### config.mk
export PLATFORM = sky130hd
export DESIGN_NAME = sdr_ch3_arbiter
export DESIGN_NICKNAME = d
export VERILOG_FILES = /design/src/rtl/sdr_ch3_arbiter.sv
export SDC_FILE = /design/constraint.sdc
export NUM_CORES = 1
export LEC_CHECK = 0
export ABC_AREA = 1
export BUFFER_PORTS_ARGS = -buffer_cell sky130_fd_sc_hd__buf_4
export CORE_MARGIN = 1
export CORE_UTILIZATION = 25
export CTS_CLUSTER_DIAMETER = 80
export DETAILED_ROUTE_END_ITERATION = 16
export GPL_TIMING_DRIVEN = 0
export HOLD_SLACK_MARGIN = 0.03
export PLACE_DENSITY_LB_ADDON = 0.08
export SLEW_MARGIN = 20
export SYNTH_ARGS = -nofsm -noshare
export SYNTH_HDL_FRONTEND = slang
export SYNTH_SLANG_ARGS = --single-unit
### constraint.sdc
create_clock -name clk -period 1.6 [get_ports clk]
set_clock_uncertainty 0.05 [all_clocks]
set_input_delay 0.24 -clock clk [delete_from_list [all_inputs] [get_ports clk]]
set_output_delay 0.24 -clock clk [all_outputs]
set_load 0.005 [all_outputs]
### src/rtl/sdr_ch3_arbiter.sv
// SDRAM channel 3 arbiter: ROM loader writes take strict priority, BG2 and
// tilemap reads share the channel round-robin, and a watchdog aborts any
// access whose ch_ready never arrives so video fetch cannot hang.
//
// state  | meaning
// IDLE   | arbitrating; no access outstanding
// WAIT   | command issued, waiting for ch_ready or watchdog expiry
module sdr_ch3_arbiter #(
  parameter int          TIMEOUT  = 64,
  parameter logic [15:0] ERR_DATA = 16'hFFFF
) (
  input  logic        clk,
  input  logic        reset,
  input  logic        rom_download,
  input  logic        rom_req,
  input  logic [24:0] rom_addr,
  input  logic [15:0] rom_data,
  input  logic [1:0]  rom_be,
  output logic        rom_rdy,
  input  logic        bg2_req,
  input  logic [24:0] bg2_addr,
  output logic        bg2_rdy,
  output logic [15:0] bg2_dout,
  input  logic        map_req,
  input  logic [24:0] map_addr,
  output logic        map_rdy,
  output logic [15:0] map_dout,
  output logic [23:0] ch_addr,
  output logic [15:0] ch_din,
  output logic [1:0]  ch_be,
  output logic        ch_rnw,
  output logic        ch_req,
  input  logic [15:0] ch_dout,
  input  logic        ch_ready,
  output logic        timeout_err
);

  localparam int CW = $clog2(TIMEOUT + 1);

  typedef enum logic {S_IDLE, S_WAIT} state_t;
  typedef enum logic [1:0] {G_NONE, G_ROM, G_BG2, G_MAP} gnt_t;

  state_t        state, state_n;
  gnt_t          gnt, gnt_n, sel;
  logic [CW-1:0] wdog, wdog_n;
  // 0: BG2 preferred on a tie, 1: MAP preferred
  logic          last_rd, last_rd_n;
  logic [23:0]   ch_addr_n;
  logic [15:0]   ch_din_n, bg2_dout_n, map_dout_n;
  logic [1:0]    ch_be_n;
  logic          ch_rnw_n, ch_req_n, err_n;
  logic          rom_rdy_n, bg2_rdy_n, map_rdy_n;
  logic          rom_v, bg2_v, map_v;

  // Byte-address bit 0 never reaches the word-addressed channel.
  logic unused_bits;
  assign unused_bits = ^{rom_addr[0], bg2_addr[0], map_addr[0]};

  // A port completing this cycle is still raising req; ignore it until it drops.
  assign rom_v = rom_req & ~rom_rdy;
  assign bg2_v = bg2_req & ~bg2_rdy;
  assign map_v = map_req & ~map_rdy;

  // Arbitration, command capture and completion handling.
  always_comb begin
    state_n    = state;
    gnt_n      = gnt;
    wdog_n     = wdog;
    last_rd_n  = last_rd;
    ch_addr_n  = ch_addr;
    ch_din_n   = ch_din;
    ch_be_n    = ch_be;
    ch_rnw_n   = ch_rnw;
    ch_req_n   = 1'b0;
    err_n      = timeout_err;
    bg2_dout_n = bg2_dout;
    map_dout_n = map_dout;
    rom_rdy_n  = 1'b0;
    bg2_rdy_n  = 1'b0;
    map_rdy_n  = 1'b0;
    sel        = G_NONE;

    unique case (state)
      S_IDLE: begin
        if (rom_v)
          sel = G_ROM;
        else if (!rom_download) begin
          if (bg2_v && map_v) sel = last_rd ? G_MAP : G_BG2;
          else if (bg2_v)     sel = G_BG2;
          else if (map_v)     sel = G_MAP;
        end

        if (sel != G_NONE) begin
          state_n  = S_WAIT;
          gnt_n    = sel;
          ch_req_n = 1'b1;
          wdog_n   = CW'(TIMEOUT - 1);
          if (sel == G_ROM) begin
            ch_addr_n = rom_addr[24:1];
            ch_din_n  = rom_data;
            ch_be_n   = rom_be;
            ch_rnw_n  = 1'b0;
          end else begin
            ch_addr_n = (sel == G_BG2) ? bg2_addr[24:1] : map_addr[24:1];
            ch_be_n   = 2'b11;
            ch_rnw_n  = 1'b1;
          end
        end
      end

      S_WAIT: begin
        if (ch_ready || wdog == '0) begin
          state_n = S_IDLE;
          gnt_n   = G_NONE;
          rom_rdy_n = (gnt == G_ROM);
          bg2_rdy_n = (gnt == G_BG2);
          map_rdy_n = (gnt == G_MAP);
          if (ch_ready) begin
            if (gnt == G_BG2) begin
              bg2_dout_n = ch_dout;
              last_rd_n  = 1'b1;
            end
            if (gnt == G_MAP) begin
              map_dout_n = ch_dout;
              last_rd_n  = 1'b0;
            end
          end else begin
            err_n = 1'b1;
            if (gnt == G_BG2) bg2_dout_n = ERR_DATA;
            if (gnt == G_MAP) map_dout_n = ERR_DATA;
          end
        end else begin
          wdog_n = wdog - 1'b1;
        end
      end

      default: state_n = S_IDLE;
    endcase
  end

  // State and registered outputs; reset abandons any outstanding access.
  always_ff @(posedge clk) begin
    if (reset) begin
      state       <= S_IDLE;
      gnt         <= G_NONE;
      wdog        <= '0;
      last_rd     <= 1'b0;
      ch_addr     <= '0;
      ch_din      <= '0;
      ch_be       <= '0;
      ch_rnw      <= 1'b1;
      ch_req      <= 1'b0;
      timeout_err <= 1'b0;
      bg2_dout    <= '0;
      map_dout    <= '0;
      rom_rdy     <= 1'b0;
      bg2_rdy     <= 1'b0;
      map_rdy     <= 1'b0;
    end else begin
      state       <= state_n;
      gnt         <= gnt_n;
      wdog        <= wdog_n;
      last_rd     <= last_rd_n;
      ch_addr     <= ch_addr_n;
      ch_din      <= ch_din_n;
      ch_be       <= ch_be_n;
      ch_rnw      <= ch_rnw_n;
      ch_req      <= ch_req_n;
      timeout_err <= err_n;
      bg2_dout    <= bg2_dout_n;
      map_dout    <= map_dout_n;
      rom_rdy     <= rom_rdy_n;
      bg2_rdy     <= bg2_rdy_n;
      map_rdy     <= map_rdy_n;
    end
  end

endmodule

# [Yosys cells after proc, flatten, opt, wreduce, memory -nomap -nowiden]
# Index checks and enable logic that the tools add are counted.
[totals] latchBits=0 mem_count=0 wordCells=76 ramBits=0 ff_bits=91 romBits=0
[op_classes] add_sub_neg=1 eq_ne=8 n_div=0 reduce_logical=15 n_mux=28 mul=0 shift=0 n_lt_le_gt_ge=0 bitwise=9
[op_table] operator="16-bit two-way mux" count=6
[op_table] operator="24-bit two-way mux" count=2
[op_table] operator="2-bit two-way mux" count=9
[op_table] operator="7-bit two-way mux" count=2
[op_table] operator="7-bit case mux with 2 select lines" count=1
[op_table] operator="3-bit AND reduction" count=4
[op_table] operator="7-bit logical NOT" count=1
[op_table] operator="7-bit by 1-bit subtractor with 7-bit output (second input constant)" count=1
[op_table] operator="2-bit == test (second input constant)" count=3
[op_table] operator="1-bit two-way mux" count=6
[op_table] operator="1-bit inverter" count=6
[op_table] operator="2-bit AND reduction" count=3
[op_table] operator="2-bit by 1-bit == test with 1-bit output (second input constant)" count=2
[op_table] operator="2-bit inequality test (second input constant)" count=2
[op_table] operator="2-bit case mux with 2 select lines" count=1
[op_table] operator="4-bit AND reduction" count=1
[op_table] operator="2-bit nonzero test" count=2
[op_table] operator="1-bit AND" count=3
[op_table] operator="3-bit OR reduction" count=1
[op_table] operator="2-bit by 1-bit inequality test with 1-bit output (second input constant)" count=1
[op_table] operator="1-bit case mux with 2 select lines" count=1
[op_table] operator="2-bit OR reduction" count=1
[op_table] operator="1-bit logical AND" count=1
[op_table] operator="1-bit logical OR" count=1

# [Logic depth before layout (Yosys ltp)]
# Gate-level depths: netlist of the first run.
[logic_depth] depth_word=11 mapped_depth=11 mapped_depth_nobuf=11

# [Worst setup path after synthesis of the first run]
# No wires, ideal clock.
[synth_path] path_kind="register to register" from="reg wdog[0]" to="reg bg2_dout[4]" synth_period_minus_slack_ns=1.547 setup_slack_ns=0.053 t_arrival_ns=1.364 stages_incl_launch_ff=9 setup_ns=0.132 cell_sequence="dfxtp_1 -> inv_1 -> ha_1 -> nand2_2 -> o21ai_4 -> nand2_2 -> buf_2 -> nand2_1 -> a21oi_1"
[synth_via] elab_chain_len=3
[synth_rtl] item="start: declaration" line_no="45" rtl="logic [CW-1:0] wdog, wdog_n;"
[synth_rtl] item="start signal: assignment" line_no="162" rtl="wdog <= wdog_n;"
[synth_rtl] item="7-bit logical NOT" line_no="112" rtl="if (ch_ready || wdog == '0) begin"
[synth_rtl] item="1-bit logical OR" line_no="112"
[synth_rtl] item="3-bit AND reduction (no line)"
[synth_rtl] item="end signal: assignment" line_no="170" rtl="bg2_dout <= bg2_dout_n;"
[synth_rtl] item="end: declaration" line_no="23" rtl="output logic [15:0] bg2_dout,"
# No other way between the ends.
# A chain may end at the register's enable or synchronous reset.

# [Worst setup path after layout of the first run]
[layout_path] from="reg wdog[0]" to="reg map_dout[5]"
[layout_via] elab_chain_len=3
[layout_rtl] item="7-bit logical NOT" line_no="112"
[layout_rtl] item="1-bit logical OR" line_no="112"
[layout_rtl] item="3-bit AND reduction (no line)"
[layout_rtl] item="end signal: assignment" line_no="171" rtl="map_dout <= map_dout_n;"
[layout_rtl] item="end: declaration" line_no="27" rtl="output logic [15:0] map_dout,"
# No other way between the ends.

==> results of run 1 <==
-- registers in the layout (all words and copies together) (netlist names) --
signal,cells
map_dout,16
ch_be,2
bg2_dout,16
ch_addr,24
state,1
ch_rnw,1
map_rdy,1
bg2_rdy,1
rom_rdy,1
ch_din,16
ch_req,1
last_rd,1
gnt,2
timeout_err,1
wdog,7
-- repair_timing --
| action | 4_1_cts | 5_1_grt |
|---|---|---|
| buffers inserted | 8 | 13 |
| pin swaps | 5 | 9 |
| setup endpoints to repair | 88 | 68 |
| resized for setup | 35 | 42 |
| gates cloned | 1 | 1 |
-- cell families (layout without fill, tap and decap cells) --
logic type	count (synthesis)	count (layout)
AOI/OAI and AO/OA	92	92
buffers and inverters	123	352
adders and majority gates	1	1
DFF	91	91
and+or+nand+nor	341	341
-- critical path, cell delays in order, from the launching register on --
cell and delay (ns):
dfxtp_1 0.31, inv_2 0.09, ha_4 0.17, nand2_4 0.07
o21ai_4 0.23, nand2_4 0.10, inv_4 0.07, nand3_4 0.09
buf_12 0.16, a21oi_1 0.11
-- power by group --
part / internal [mW] / leakage (nW) / switching (mW) / total, mW
Clock: 1.46 / 0.162 / 0.945 / 2.41
Sequential: 2.42 / 0.747 / 0.0957 / 2.52
Combinational: 0.647 / 2.45 / 0.652 / 1.30
-- routing by layer --
layer  part of all wire  vias to the layer above  global-route usage
met3              0.044                       16              0.0263
li1                   -                     2482                   -
met2               0.48                      133               0.287
met5                  0                        -                   0
met4              0.021                        0              0.0720
met1               0.46                     2138               0.208
-- per-stage QoR --
step | setup TNS, ns | utilization
floorplan | 0 | -
global placement | -15.96 | 0.361
detailed placement | -16.48 | 0.361
CTS | 0 | 0.392
global route | -0.0617 | 0.404
finish | 0 | 0.404
-- final cells by class --
class	count	share of cell area
Timing Repair Buffer	215	0.241
Tap cell	220	0.0407
Inverter	90	0.0510
Sequential cell	91	0.269
Clock buffer	11	0.0373
Buffer	31	0.0314
Multi-Input combinational cell	434	0.317
Clock inverter	5	0.0126
-- final timing paths --
path                        startpoint                       end  slack (ns)
setup / recovery  wdog[0]$_SDFFE_PP0P_  map_dout[5]$_SDFFE_PP0P_        0.08
hold reg to reg   wdog[6]$_SDFFE_PP0P_      wdog[6]$_SDFFE_PP0P_        0.40
setup reg to reg  wdog[0]$_SDFFE_PP0P_  map_dout[5]$_SDFFE_PP0P_        0.08
hold / removal                   reset      last_rd$_SDFFE_PP0P_        0.05
-- synth_stat cells --
cell type	instances
a21oi_1	52
a31oi_1	1
buf_1	2
buf_2	14
buf_6	1
clkbuf_1	16
clkinv_1	1
dfxtp_1	91
ha_1	1
inv_1	88
inv_2	1
nand2_1	129
nand2_2	5
nand2_4	1
nand3_1	70
nand3_2	1
nand3_4	1
nand3b_1	16
nand4_1	5
nor2_1	93
nor2_2	3
nor3b_1	1
o21ai_0	38
o21ai_4	1
or2_2	16
==> flow_metrics.env, run 1 <==
export IMPL_clock_root_buffer="clkbuf_16"
export IMPL_numCtsBuffers=9
export IMPL_cellPowerDensity_nw_per_um2=919
export IMPL_die_x_um=134
export IMPL_synth_compound_area_share=0.109
export IMPL_dp_slack_ns=-0.350
export IMPL_layout_common_cells="216 x buf_4, 125 x nand2_1, 90 x nor2_1"
export IMPL_finalMaxSlewViolations=0
export IMPL_dpl_hpwl_mm=11.6
export IMPL_hold_path_depth=2
export IMPL_fin_crit_ns=1.52
export IMPL_pin_count=196
export IMPL_synth_adder_area_share=0.00289
export IMPL_final_setup_worst_slack_ns=0.0816
export IMPL_cp_required_ns=1.83
export IMPL_design_area_um2=6770
export IMPL_rr_worst_depth=9
export IMPL_cts_sink_count=91
export IMPL_std_cell_rows=47
export IMPL_synth_warnings=0
export IMPL_synthTopCellsByArea="dfxtp_1 42%, nand2_1 11%, nand3_1 8.1%"
export IMPL_synth_nets=765
export IMPL_muxShareOfSynthArea=0
export IMPL_final_cells=1097
export IMPL_hold_class="input pin to flip-flop"
export IMPL_synth_xor_area_frac=0
export IMPL_start_util=0.258
export IMPL_seqCellArea_um2=1820
export IMPL_grt_pass1_wl_mm=23.2
export IMPL_period_share=0.949
export IMPL_antenna_found_initial=0
export IMPL_status="finished clean"
export IMPL_gp_congestion=0.864
export IMPL_die_h_um=134
export IMPL_ir_drop_mv=0.463
export IMPL_dp_cells=1060
export IMPL_worstPathMaxFanout=7
export IMPL_synth_cells=648
export IMPL_synth_seq_cells=91
export IMPL_globalRouteOverflowTotal=0
export IMPL_nets=989
export IMPL_grtUsageTotal=0.168
export IMPL_hold_viol=0
export IMPL_cts_max_level=3
export IMPL_avgSynthCellArea_um2=6.67
export IMPL_area_growth_pct=56.6
export IMPL_hold_buffers=0
export IMPL_yosysSeqAreaShare=0.421
export IMPL_cts_tree="built"
export IMPL_ant_nets=0
export IMPL_p_leak_nw=3.36
export IMPL_drt_iter0_drc=152
export IMPL_synth_top_family_by_area="simple AND/OR/NAND/NOR gates"
export IMPL_timing_fmax_mhz=659
export IMPL_clk_pin_slew_ns=0.07
export IMPL_vias_per_cell=4.35
export IMPL_synth_top_cell_area_share=0.421
export IMPL_fillers=1791
export IMPL_maxCapViolations=0
export IMPL_power_mw=6.22
export IMPL_end_kind="flip-flop"
export IMPL_cts_path_max_buffers=2
export IMPL_dr_pass1_iters=4
export IMPL_drive_above_1_share=0.347
export IMPL_holdWs_ns=0.0459
export IMPL_grt_max_degree=16
export IMPL_setup_viol=0
export IMPL_wire_per_inst_um=14.0
export IMPL_io_buffers=192
export IMPL_crit_path_start_kind="flip-flop"
export IMPL_num_vias=4769
export IMPL_routed_wl_mm=15.3
export IMPL_yosys_area_share_simple=0.354
export IMPL_syn_area_um2=4330
export IMPL_slew_headroom=0.619
export IMPL_grt_pass1_vias=4578
export IMPL_fp_dieArea_um2=17800
export IMPL_worst_pin_slew_ns=0.572
export IMPL_final_common_cell="buf_4"
export IMPL_ys_types=25
export IMPL_drc=0
export IMPL_rsz0062_at_grt="yes"
export IMPL_diodes=0
export IMPL_crit_type="flip-flop to flip-flop"
export IMPL_arrival_ns=1.75
export IMPL_placed_area_um2=6040
export IMPL_clk_latency_ns=0.34
export IMPL_core_area_um2=16800
export IMPL_synth_area_leader_cell="dfxtp_1"
export IMPL_multi_input_area_um2=2140
Note: power is estimated with default switching activity, not from simulation.
==> inputs of run 2 (changes only) <==
Settings changed: CORE_MARGIN 1 to 1.5.
Clock period 1.6 ns to 1.3 ns, I/O delays scaled along.
==> run 2 against run 1 <==
  * The run now ends with setup timing left
  * Maximum frequency shrank 0.10%
  * Worst hold slack got worse by 0.0043 ns
  * Global-route usage rose by 0.56 points
  * Critical endpoint is now map_dout[7]$_SDFFE_PP0P_
  * Non-clock buffer count increased by 37
  * Largest cell class unchanged
  * Via count is 5.1% higher
  * Flip-flop and latch count unchanged
  * Register-to-register slack lost 0.30 ns
  * Worst setup slack worse by 0.30 ns
==> flow_metrics.env, run 2 (synthesis results as in run 1) <==
export IMPL_crit_slowest_cell="dfxtp_2"
export IMPL_drc=0
export IMPL_cts_sink_count=91
export IMPL_rsz0062_at_grt="yes"
export IMPL_largest_reg_flops=24
export IMPL_power_frac_comb=0.253
export IMPL_dr_pass1_iters=4
export IMPL_nets=1027
export IMPL_final_setup_worst_slack_ns=-0.220
export IMPL_pwr_share_clk=0.331
export IMPL_antenna_found_initial=0
export IMPL_worst_pin_slew_ns=0.817
export IMPL_clk_latency_ns=0.34
export IMPL_swShare=0.296
export IMPL_worstPathMaxFanout=6
export IMPL_seqPwrFrac=0.416
export IMPL_dpl_hpwl_mm=11.8
export IMPL_io_buffers=192
export IMPL_period_share=1.17
export IMPL_die_x_um=135
export IMPL_crit_type="flip-flop to flip-flop"
export IMPL_routed_wl_mm=16.3
export IMPL_p_int_mw=5.26
export IMPL_cpMostUsedCell="nand2_4"
export IMPL_grt_max_degree=16
export IMPL_grt_pass1_wl_mm=24.6
export IMPL_die_h_um=135
export IMPL_pin_count=196
export IMPL_crit_end="map_dout[7]$_SDFFE_PP0P_"
export IMPL_ant_nets=0
export IMPL_r2r_start="wdog[1]$_SDFFE_PP0P_"
export IMPL_area_growth_pct=75.4
export IMPL_fillers=1740
export IMPL_utilization=0.453
export IMPL_status="finished with violations"
export IMPL_vias_per_cell=4.42
export IMPL_drive_above_1_share=0.459
export IMPL_cp_required_ns=1.53
export IMPL_drt_iter0_drc=166
export IMPL_gp_congestion=0.841
export IMPL_std_cell_rows=47
export IMPL_fp_dieArea_um2=18100
export IMPL_regMostFlops="ch_addr"
export IMPL_dp_cells=1060
export IMPL_setup_viol=72
export IMPL_core_area_um2=16800
export IMPL_cts_path_max_buffers=2
export IMPL_final_cells=1135
export IMPL_cts_tree="built"
export IMPL_arrival_ns=1.75
export IMPL_seqCellArea_um2=1840
export IMPL_max_stage_delay_ns=0.31
export IMPL_maxCapViolations=0
export IMPL_r2r_end="map_dout[7]$_SDFFE_PP0P_"
export IMPL_critPathLaunch="wdog[1]$_SDFFE_PP0P_"
export IMPL_finalMaxSlewViolations=0
export IMPL_placed_area_um2=6150
export IMPL_grtUsageTotal=0.173
export IMPL_num_vias=5013
export IMPL_path_cells="inv_2 -> ha_4 -> nand2_4 -> o21ai_4 -> nand2_4 -> inv_4 -> nand3_4 -> clkbuf_16 -> a21oi_2"
export IMPL_cellPowerDensity_nw_per_um2=985
export IMPL_wire_per_inst_um=14.4
export IMPL_violations="setup timing"
export IMPL_dp_slack_ns=-0.630
export IMPL_end_kind="flip-flop"
export IMPL_final_common_cell="buf_4"
export IMPL_start_util=0.258
export IMPL_cts_max_level=3
export IMPL_slew_headroom=0.455
export IMPL_grt_pass1_vias=4882
export IMPL_crit_path_start_kind="flip-flop"
export IMPL_ir_drop_mv=0.539
export IMPL_p_leak_nw=3.57
export IMPL_rrSetupSlack_ns=-0.22
export IMPL_layout_common_cells="223 x buf_4, 106 x nand2_1, 82 x dfxtp_1"
export IMPL_clk_pin_slew_ns=0.07
export IMPL_hold_class="input pin to flip-flop"
export IMPL_rr_worst_depth=9
export IMPL_switching_power_mw=2.21
export IMPL_clock_root_buffer="clkbuf_16"
export IMPL_power_mw=7.47
export IMPL_design_area_um2=7580
export IMPL_numCtsBuffers=9
export IMPL_multi_input_area_um2=2540
export IMPL_fin_crit_ns=1.52
export IMPL_timing_fmax_mhz=658
export IMPL_globalRouteOverflowTotal=0
export IMPL_diodes=0
export IMPL_hold_viol=0
[run 2: power groups by stage]
stage	Clock (mW)	Sequential (mW)	Combinational (mW)
floorplan	0	3.15	0.767
global placement	0	3.15	1.49
detailed placement	0	3.16	1.51
CTS	2.58	3.10	1.75
global route	2.66	3.12	2.08
finish	2.47	3.11	1.89
[run 2: cell type report]
cell class | instances | area share
multi-input cells | 435 | 0.335
repair buffers | 250 | 0.266
flip-flops and latches | 91 | 0.242
inverters | 90 | 0.0464
plain buffers | 33 | 0.0379
well taps | 220 | 0.0363
clock buffers | 11 | 0.0307
clock inverters | 5 | 0.00511
[run 2: how the worst min path moves through the flow]
stage,from,to,depth (start not counted)
final,rom_data[9],ch_din[9]$_SDFFE_PP0P_,3
after global routing,rom_data[9],ch_din[9]$_SDFFE_PP0P_,3
after CTS,rom_data[15],ch_din[15]$_SDFFE_PP0P_,3
after detailed placement,reset,last_rd$_SDFFE_PP0P_,2
after global placement,reset,last_rd$_SDFFE_PP0P_,2
after floorplan,reset,bg2_dout[13]$_SDFFE_PP0P_,1
[run 2: worst max-delay path: cells and delay by family (launching register included)]
family          cells  cell delay, ns
simple gates        3            0.28
compound gates      2            0.30
fa+ha+maj           1            0.14
flops               1            0.31
buf+inv             3            0.37
[run 2: timing repair]
item | in CTS | in global routing
gates resized for setup | 64 | 120
pin swaps | 19 | 19
buffers inserted | 31 | 8
hold endpoints to repair | 17 | 0
hold buffers | 15 | 0
endpoints found under the setup margin | 91 | 87
cloned | 3 | 2
[run 2: layer usage]
layer | GRT usage | wire length [µm] | vias to the layer above
met2 | 0.293 | 7780 | 148
met4 | 0.0854 | 513 | 0
li1 | - | - | 2568
met1 | 0.213 | 7240 | 2269
met3 | 0.0304 | 782 | 28
met5 | 0 | 0 | -
[run 2: stage by stage]
| stage | setup TNS [ns] | hold slack [ns] |
|---|---|---|
| floorplan | -2.37 | 0.214 |
| global placement | -28.89 | 0.359 |
| detailed placement | -30.89 | 0.362 |
| CTS | -9.39 | 0.0322 |
| global route | -17.09 | 0.0380 |
| finish | -10.87 | 0.0416 |
